### src/rtl/seg_scan_pkg.sv
// Shared constants for the seven-segment scan decoder: segment codes, digit
// sentinels and the MM:SS to seconds conversion.
package seg_scan_pkg;

   localparam int unsigned SECONDS_W = 13;
   localparam int unsigned DIGIT_W   = 4;
   localparam int unsigned PATTERN_W = 7;

   // Active-low a..g patterns as driven on seg[7:1]
   localparam logic [PATTERN_W-1:0] CODE_0     = 7'h01;
   localparam logic [PATTERN_W-1:0] CODE_1     = 7'h4F;
   localparam logic [PATTERN_W-1:0] CODE_2     = 7'h12;
   localparam logic [PATTERN_W-1:0] CODE_3     = 7'h06;
   localparam logic [PATTERN_W-1:0] CODE_4     = 7'h4C;
   localparam logic [PATTERN_W-1:0] CODE_5     = 7'h24;
   localparam logic [PATTERN_W-1:0] CODE_6     = 7'h20;
   localparam logic [PATTERN_W-1:0] CODE_7     = 7'h0F;
   localparam logic [PATTERN_W-1:0] CODE_8     = 7'h00;
   localparam logic [PATTERN_W-1:0] CODE_9     = 7'h04;
   localparam logic [PATTERN_W-1:0] BLANK_CODE = 7'h7F;

   localparam logic [DIGIT_W-1:0] DIG_BLANK   = 4'hA;
   localparam logic [DIGIT_W-1:0] DIG_INVALID = 4'hF;

   typedef struct packed {
      logic [3:0] an;
      logic [7:0] seg;
   } scan_bus_t;

   function automatic logic [SECONDS_W-1:0] mmss_to_sec(
      input logic [DIGIT_W-1:0] d3,
      input logic [DIGIT_W-1:0] d2,
      input logic [DIGIT_W-1:0] d1,
      input logic [DIGIT_W-1:0] d0
   );
      mmss_to_sec = SECONDS_W'(d3) * SECONDS_W'(600) + SECONDS_W'(d2) * SECONDS_W'(60)
                  + SECONDS_W'(d1) * SECONDS_W'(10)  + SECONDS_W'(d0);
   endfunction

endpackage

### src/rtl/seg_scan_decoder_decode.sv
// Combinational seven-segment pattern to digit decoder (0-9, blank, invalid).
module seg_pattern_decode
   import seg_scan_pkg::*;
(
   input  logic [PATTERN_W-1:0] i_pattern,
   output logic [DIGIT_W-1:0]   o_digit_c
);

   always_comb begin
      o_digit_c = DIG_INVALID;
      case (i_pattern)
         CODE_0:     o_digit_c = 4'd0;
         CODE_1:     o_digit_c = 4'd1;
         CODE_2:     o_digit_c = 4'd2;
         CODE_3:     o_digit_c = 4'd3;
         CODE_4:     o_digit_c = 4'd4;
         CODE_5:     o_digit_c = 4'd5;
         CODE_6:     o_digit_c = 4'd6;
         CODE_7:     o_digit_c = 4'd7;
         CODE_8:     o_digit_c = 4'd8;
         CODE_9:     o_digit_c = 4'd9;
         BLANK_CODE: o_digit_c = DIG_BLANK;
         default:    o_digit_c = DIG_INVALID;
      endcase
   end

endmodule

### src/rtl/seg_scan_decoder.sv
// Monitors a multiplexed 4-digit seven-segment bus, samples each digit once it
// has settled, and publishes whole frames plus the equivalent MM:SS seconds.
module seg_scan_decoder
   import seg_scan_pkg::*;
#(
   parameter int unsigned SETTLE_CYCLES  = 16,
   parameter int unsigned TIMEOUT_CYCLES = 400000
) (
   input  logic                 clk,
   input  logic                 rst,
   input  logic [3:0]           an,
   input  logic [7:0]           seg,
   output logic [3:0]           digit0,
   output logic [3:0]           digit1,
   output logic [3:0]           digit2,
   output logic [3:0]           digit3,
   output logic [3:0]           dp,
   output logic                 frame_valid,
   output logic [SECONDS_W-1:0] seconds,
   output logic                 seconds_valid,
   output logic                 stale,
   output logic                 err
);

   localparam int unsigned SET_W = $clog2(SETTLE_CYCLES + 1);
   localparam int unsigned TMO_W = $clog2(TIMEOUT_CYCLES + 1);

   scan_bus_t                   r_in;
   scan_bus_t                   r_in_prev;
   logic [SET_W-1:0]            r_settle;
   logic [TMO_W-1:0]            r_tmo;
   logic [3:0]                  r_seen;
   logic [3:0][DIGIT_W-1:0]     r_shadow;
   logic [3:0]                  r_dp_shadow;
   logic [3:0][DIGIT_W-1:0]     r_digit;
   logic [3:0]                  r_dp;
   logic                        r_frame_valid;
   logic [SECONDS_W-1:0]        r_seconds;
   logic                        r_seconds_valid;
   logic                        r_stale;
   logic                        r_err;

   logic                        w_sample;
   logic [3:0]                  w_an_low;
   logic                        w_one_hot;
   logic                        w_multi;
   logic                        w_capture;
   logic [1:0]                  w_idx;
   logic [DIGIT_W-1:0]          w_digit;
   logic                        w_publish;
   logic                        w_expire;
   logic                        w_all_num;
   logic [SECONDS_W-1:0]        w_sec;
   logic [3:0]                  w_seen_nxt;

   seg_pattern_decode u_decode (
      .i_pattern (r_in.seg[7:1]),
      .o_digit_c (w_digit)
   );

   // Input register and settle counter; sample fires once per stable window
   always_ff @(posedge clk) begin
      if (rst) begin
         r_in      <= '1;
         r_in_prev <= '1;
         r_settle  <= '0;
      end else begin
         r_in      <= {an, seg};
         r_in_prev <= r_in;
         if (r_in != r_in_prev) begin
            r_settle <= '0;
         end else if (r_settle != SET_W'(SETTLE_CYCLES)) begin
            r_settle <= r_settle + SET_W'(1);
         end
      end
   end

   always_comb begin
      w_sample  = (r_in == r_in_prev) && (r_settle == SET_W'(SETTLE_CYCLES - 2));
      w_an_low  = ~r_in.an;
      w_one_hot = (w_an_low != 4'd0) && ((w_an_low & (w_an_low - 4'd1)) == 4'd0);
      w_multi   = (w_an_low != 4'd0) && !w_one_hot;
      w_capture = w_sample && w_one_hot;
      w_idx     = 2'd0;
      for (int i = 0; i < 4; i++) begin
         if (w_an_low[i]) w_idx = 2'(i);
      end
      w_publish = (r_seen == 4'hF);
      w_expire  = !w_capture && (r_tmo == TMO_W'(TIMEOUT_CYCLES - 1));
      w_all_num = 1'b1;
      for (int i = 0; i < 4; i++) begin
         if (r_shadow[i] > 4'd9) w_all_num = 1'b0;
      end
      w_sec      = mmss_to_sec(r_shadow[3], r_shadow[2], r_shadow[1], r_shadow[0]);
      w_seen_nxt = (w_publish || w_expire) ? 4'd0 : r_seen;
      if (w_capture) w_seen_nxt[w_idx] = 1'b1;
   end

   // Shadow capture, frame publish, timeout and error tracking
   always_ff @(posedge clk) begin
      if (rst) begin
         r_seen          <= '0;
         r_shadow        <= {4{DIG_BLANK}};
         r_dp_shadow     <= '0;
         r_digit         <= {4{DIG_BLANK}};
         r_dp            <= '0;
         r_frame_valid   <= 1'b0;
         r_seconds       <= '0;
         r_seconds_valid <= 1'b0;
         r_stale         <= 1'b0;
         r_err           <= 1'b0;
         r_tmo           <= '0;
      end else begin
         r_frame_valid <= w_publish;
         r_seen        <= w_seen_nxt;
         if (w_capture) begin
            r_shadow[w_idx]    <= w_digit;
            r_dp_shadow[w_idx] <= ~r_in.seg[0];
         end
         if (w_sample && w_multi) r_err <= 1'b1;
         if (w_capture) begin
            r_tmo <= '0;
         end else if (r_tmo != TMO_W'(TIMEOUT_CYCLES)) begin
            r_tmo <= r_tmo + TMO_W'(1);
         end
         if (w_expire) r_stale <= 1'b1;
         if (w_publish) begin
            r_digit <= r_shadow;
            r_dp    <= r_dp_shadow;
            r_stale <= 1'b0;
            r_seconds_valid <= w_all_num;
            if (w_all_num) r_seconds <= w_sec;
         end
      end
   end

   assign digit0        = r_digit[0];
   assign digit1        = r_digit[1];
   assign digit2        = r_digit[2];
   assign digit3        = r_digit[3];
   assign dp            = r_dp;
   assign frame_valid   = r_frame_valid;
   assign seconds       = r_seconds;
   assign seconds_valid = r_seconds_valid;
   assign stale         = r_stale;
   assign err           = r_err;

endmodule
### config.mk
export PLATFORM = sky130hd
export DESIGN_NAME = seg_scan_decoder
export DESIGN_NICKNAME = d
export VERILOG_FILES = /design/src/rtl/seg_scan_pkg.sv /design/src/rtl/seg_scan_decoder_decode.sv /design/src/rtl/seg_scan_decoder.sv
export SDC_FILE = /design/constraint.sdc
export NUM_CORES = 1
export LEC_CHECK = 0
export ABC_AREA = 0
export CAP_MARGIN = 20
export CORE_ASPECT_RATIO = 0.9
export CORE_MARGIN = 4
export CORE_UTILIZATION = 50
export CTS_BUF_LIST = sky130_fd_sc_hd__clkbuf_8
export DETAILED_ROUTE_END_ITERATION = 16
export HOLD_SLACK_MARGIN = 0.15
export PLACE_DENSITY = 0.7
export SKIP_CTS_REPAIR_TIMING = 1
export SYNTH_ARGS = -nofsm -noshare
export SYNTH_HDL_FRONTEND = slang
export SYNTH_SLANG_ARGS = --single-unit
### constraint.sdc
create_clock -name clk -period 5.68 [get_ports clk]
set_clock_uncertainty 0.1 [all_clocks]
set_input_delay 0.568 -clock clk [delete_from_list [all_inputs] [get_ports clk]]
set_output_delay 0.568 -clock clk [all_outputs]
set_load 0.01 [all_outputs]
==> results.json, run 1 <==
{
  "grt_max_degree": 61,
  "mostFrequentLayoutCells": "dfxtp_1 (109), nand2_1 (69), ha_1 (59)",
  "firstDrtPassIters": 4,
  "drc_errors": 0,
  "max-vdd-ir-drop_v": 0.000112,
  "synth.top_cells.by_area": "dfxtp_1 (37%), ha_1 (12%), fa_1 (5.0%)",
  "rows": 37,
  "cp_max_fo": 7,
  "vias": 4457,
  "synthArstFlopShare_pct": 0,
  "cts.sinks": 109,
  "clk_pin_slew_worst_paths_ns": 0.11,
  "tns_ns": 0,
  "dp_hpwl_mm": 9.61,
  "synth_top_area_share_pct": 36.5,
  "initial_core_util_pct": 51.6,
  "fin_area_um2": 6760,
  "setup_viol": 0,
  "ys_seq_elements": 109,
  "io_pins": 51,
  "cts.htree.levels": 3,
  "crit_chain": "fa_1, fa_1, inv_1, fa_1, inv_1, fa_1, ha_1, ha_1, nor2b_1, o21ai_0, nand2b_1, a311oi_1, nor3_1, a311o_1",
  "drive_above_1_share_pct": 6.98,
  "die_w_um": 123,
  "crit_slowest_cell": "fa_1",
  "status": "completed",
  "ys_warn_count": 0,
  "drt_iter0_markers": 311,
  "syn_inst": 650,
  "crit_arrival_ns": 4.92,
  "drt-met1-wl_mm": 6.10,
  "nNetsFinal": 771,
  "core-area_um2": 11600,
  "ant_nets": 0,
  "cts_max_path_buffers": 2,
  "overflow": 0,
  "slew_viol_final": 0,
  "syn_area_per_cell_um2": 9.19,
  "route.met2.wl_mm": 6.01,
  "startpoint_type": "flop",
  "antenna_found_initial": 0,
  "cts_root_buf": "clkbuf_8",
  "synth_fp_nets": 738,
  "tightest_slew_ns": 0.795,
  "crit_required_ns": 5.86,
  "crit_buf_inv": 2,
  "cts_made_buffers": 9,
  "critPathTopFamily": "adder cells",
  "port_buffers": 50,
  "crit_top_cell": "fa_1",
  "syn2layout_area_growth_pct": 13.1,
  "seq_area_um2": 2180,
  "wl_per_cell_um": 15.0,
  "end_kind": "flop",
  "synth.distinct_cells": 58,
  "postPlaceCellArea_um2": 6520,
  "final_cell_count_no_fill": 844,
  "fin_crit_sh_pct": 83.4,
  "viasPerCell": 5.28,
  "place_inst": 828,
  "p_total_w": 0.00140,
  "p_leak_nw": 2.75,
  "n_fill_cell": 1046,
  "multi_input_area_um2": 3470,
  "wirelength_mm": 12.7,
  "timing.fmax_ghz": 0.211,
  "die_h_um": 112,
  "synth_area_leader_cell": "dfxtp_1",
  "worst-setup-path-type": "flop to flop",
  "hold_class": "flop to flop",
  "grt_pass1_vias": 4380,
  "final_core_util_pct": 58.4,
  "max-slew-margin-rel_pct": 46.6,
  "syn_area_um2": 5970,
  "cts_tree": "done",
  "clk_latency_ns": 0.38,
  "final_hold_viol_count": 0,
  "synth_ff_type": "dfxtp_1",
  "diodes": 0,
  "grt_pass1_wl_mm": 21.4,
  "drv_cap": 0,
  "finalCriticalPeriod_ns": 4.74,
  "routed.top_layer": "met4",
  "rsz0062_at_grt": "false",
  "ys_seq_area_share_pct": 36.5,
  "wl_met3_um": 404,
  "p_per_area_nw_per_um2": 207,
  "cpPeakStageDelay_ns": 0.54,
  "synth_edf_count": 0,
  "grt_usage_pct": 19.4,
  "dieArea_um2": 13800,
  "final_common_cell": "dfxtp_1",
  "gp_congestion": 0.822
}
worst min-delay path, cell delays in order, from the launching register on:
cell     delay (ns)
dfxtp_1        0.32
nand2_1        0.05
a21oi_1        0.05
synth_stat cells (4+ instances only):
| cell | n |
|---|---|
| and3_1 | 7 |
| buf_6 | 6 |
| o21bai_1 | 6 |
| nand2_1 | 69 |
| xnor2_1 | 27 |
| ha_1 | 59 |
| nand3_1 | 23 |
| or3_1 | 4 |
| a21o_1 | 7 |
| inv_1 | 39 |
| a211oi_1 | 5 |
| nor2b_1 | 8 |
| nor3_1 | 17 |
| nand4_1 | 8 |
| mux2i_1 | 15 |
| fa_1 | 15 |
| o211ai_1 | 6 |
| nand2b_1 | 4 |
| nor2_1 | 51 |
| xor2_1 | 18 |
| dfxtp_1 | 109 |
| or2_2 | 22 |
| clkbuf_1 | 19 |
| and4_1 | 5 |
| nor4_1 | 4 |
| o21ai_0 | 10 |
| a21oi_1 | 37 |
registers in the layout (all words and copies together) (netlist names), 5 cells and up:
register and cells:
r_in 12, r_in_prev 12, r_settle 5, r_shadow 16, r_tmo 19, seconds 13
per-layer routing:
| layer | up-vias | track usage [%] |
|---|---|---|
| li1 | 2277 | - |
| met1 | 2117 | 26.5 |
| met2 | 53 | 31.3 |
| met3 | 10 | 4.06 |
| met4 | 0 | 4.94 |
| met5 | - | 0 |
metrics by stage:
stage | worst slack, ns | hold WS, ns
after floorplan | 1.32 | 0.331
final | 0.943 | 0.363
after global placement | 1.16 | 0.346
after detailed placement | 0.955 | 0.350
after global routing | 0.728 | 0.386
after CTS | 0.959 | 0.365
cells by family after synthesis:
logic type,synth area share (%)
AND/OR/NAND/NOR,19.8
flip-flops,36.5
AO/OA/AOI/OAI,10.6
adder cells (fa/ha/maj),17.4
buffers and inverters,5.34
XOR/XNOR,7.79
multiplexers,2.51
final cells by class:
cell class / count / area share (%)
Multi-Input combinational cell: 470 / 51.4
Sequential cell: 109 / 32.3
Timing Repair Buffer: 52 / 7.67
Tap cell: 156 / 2.89
Inverter: 41 / 2.28
Clock buffer: 11 / 2.24
Clock inverter: 5 / 1.22
path summary, 6_finish.rpt:
path | start | end | slack, ns | depth (start not counted)
hold / removal | seconds[2] | seconds[2] | 0.36 | 2
setup / recovery | r_shadow[10] | seconds[11] | 0.94 | 14
hold reg to reg | seconds[2] | seconds[2] | 0.36 | 2
setup reg to reg | r_shadow[10] | seconds[11] | 0.94 | 14
power by group:
group          internal (W)  switching [W]
sequential         0.000774      0.0000160
clock              0.000274       0.000269
combinational     0.0000305      0.0000340
total               0.00108       0.000319
Note: power is estimated with default switching activity, not from simulation.
==> run 2: changes to the inputs <==
==> constraint.sdc (replaced) <==
create_clock -name clk -period 4.5 [get_ports clk]
set_clock_uncertainty 0.1 [all_clocks]
set_input_delay 0.45 -clock clk [delete_from_list [all_inputs] [get_ports clk]]
set_output_delay 0.45 -clock clk [all_outputs]
set_load 0.01 [all_outputs]
==> run 2 against run 1 <==
  * Sequential cell count unchanged
  * Register-to-register slack worse by 0.84 ns
  * Critical path type unchanged
  * Total power up 21%
  * Critical path depth up 2
  * Sequential power is 26% higher
  * Via count is 1.4% higher
  * Die area unchanged
==> results.json, run 2 (synthesis results as in run 1) <==
{
  "status": "completed",
  "grt_pass1_vias": 4460,
  "syn2layout_area_growth_pct": 14.9,
  "core-area_um2": 11600,
  "crit_path_start": "r_shadow[8]",
  "nNetsFinal": 779,
  "slew_viol_final": 0,
  "rows": 37,
  "grt_usage_pct": 19.6,
  "holdPathEnd": "seconds[3]",
  "r2r_cells": 16,
  "cts_tree": "done",
  "cts_max_path_buffers": 2,
  "crit_arrival_ns": 4.57,
  "firstDrtPassIters": 4,
  "viasPerCell": 5.31,
  "crit_chain": "fa_1, fa_1, ha_1, a21o_1, a21oi_2, o21bai_1, a21oi_2, xnor2_1, ha_1, ha_4, ha_4, a21o_1, a211oi_1, a31oi_1, xnor3_1, o21a_1",
  "end_kind": "flop",
  "cp_max_fo": 5,
  "mostFrequentLayoutCells": "dfxtp_1 (107), nand2_1 (69), ha_1 (54)",
  "clk_latency_ns": 0.38,
  "finalCriticalPeriod_ns": 4.39,
  "setup_viol": 0,
  "wirelength_mm": 12.8,
  "worst-setup-path-type": "flop to flop",
  "dp_hpwl_mm": 9.50,
  "startpoint_type": "flop",
  "wl_per_cell_um": 15.1,
  "drt_iter0_markers": 247,
  "final_common_cell": "dfxtp_1",
  "drive_above_1_share_pct": 9.64,
  "p_total_w": 0.00169,
  "tightest_slew_ns": 0.791,
  "die_h_um": 112,
  "hold_path.startpoint": "seconds[3]",
  "grt_pass1_wl_mm": 21.8,
  "crit_required_ns": 4.68,
  "antenna_found_initial": 0,
  "r2r_end": "seconds[12]",
  "timing.fmax_ghz": 0.228,
  "top_register": "r_tmo",
  "grt_max_degree": 72,
  "gp_congestion": 0.801,
  "cts_root_buf": "clkbuf_8",
  "largest_reg_flops": 19,
  "overflow": 0,
  "dieArea_um2": 13800,
  "reg2reg_slack_ns": 0.11,
  "drc_errors": 0,
  "max-slew-margin-rel_pct": 47.1,
  "cts_made_buffers": 9,
  "clk_pin_slew_worst_paths_ns": 0.10,
  "port_buffers": 50,
  "drv_cap": 0,
  "cts.htree.levels": 3,
  "hold_class": "flop to flop",
  "die_w_um": 123,
  "diodes": 0,
  "hold_depth": 2,
  "final_hold_viol_count": 0,
  "p_per_area_nw_per_um2": 246,
  "fin_crit_sh_pct": 97.6,
  "crit_slowest_cell": "fa_1",
  "vias": 4521,
  "rsz0062_at_grt": "true",
  "cpPeakStageDelay_ns": 0.57,
  "p_leak_nw": 2.78,
  "io_pins": 51,
  "max-vdd-ir-drop_v": 0.000119,
  "r2r-start": "r_shadow[8]",
  "cts.sinks": 109,
  "whs_ns": 0.361,
  "initial_core_util_pct": 51.6,
  "ant_nets": 0
}
run 2: final cells by class:
class,count,area (um^2)
clock buffers,11,151
clock inverters,4,47.5
fillers,1043,4710
inverters,41,154
multi-input cells,470,3560
flip-flops and latches,109,2180
well taps,156,195
repair buffers,60,571
run 2: worst max path at each step:
| stage | endpoint | slack [ns] | depth (start not counted) |
|---|---|---|---|
| 6_report | seconds[12] | 0.11 | 16 |
| 4_1_cts | seconds[11] | -0.07 | 15 |
| 3_3_place_gp | seconds[11] | 0.06 | 14 |
| 2_1_floorplan | seconds[11] | 0.14 | 14 |
| 3_5_place_dp | seconds[11] | -0.05 | 15 |
| 5_1_grt | seconds[12] | -0.05 | 16 |
run 2: per-stage QoR:
| step | setup WS, ns | cell area [um^2] | cells | utilization (%) | setup TNS, ns |
|---|---|---|---|---|---|
| after detailed placement | -0.0524 | 6570 | 835 | 56.7 | -0.0820 |
| after global placement | 0.0642 | 6570 | 835 | 56.7 | 0 |
| final | 0.108 | 6860 | 851 | 59.3 | 0 |
| after global routing | -0.0511 | 6860 | 851 | 59.3 | -0.0603 |
| after CTS | -0.0704 | 6770 | 850 | 58.5 | -0.115 |
| after floorplan | 0.140 | 5970 | 650 | - | 0 |
run 2: where the power goes:
| part | switching [W] | internal, W |
|---|---|---|
| sequential | 0.0000207 | 0.000976 |
| clock | 0.000327 | 0.000284 |
| combinational | 0.0000429 | 0.0000392 |
| total | 0.000390 | 0.00130 |
run 2: worst max-delay path: cells and delay by family (launching register included):
kind,cells,cell delay (ns)
flops,1,0.34
compound gates,8,1.42
fa+ha+maj,6,2.09
xor+xnor,2,0.34
run 2: layer usage:
layer  up-vias  share of wire (%)  track usage, %
li1       2292                  -               -
met5         -                  0               0
met2        92                 46            30.7
met4         0                2.1            5.61
met1      2115                 48            27.0
met3        22                3.9            4.88
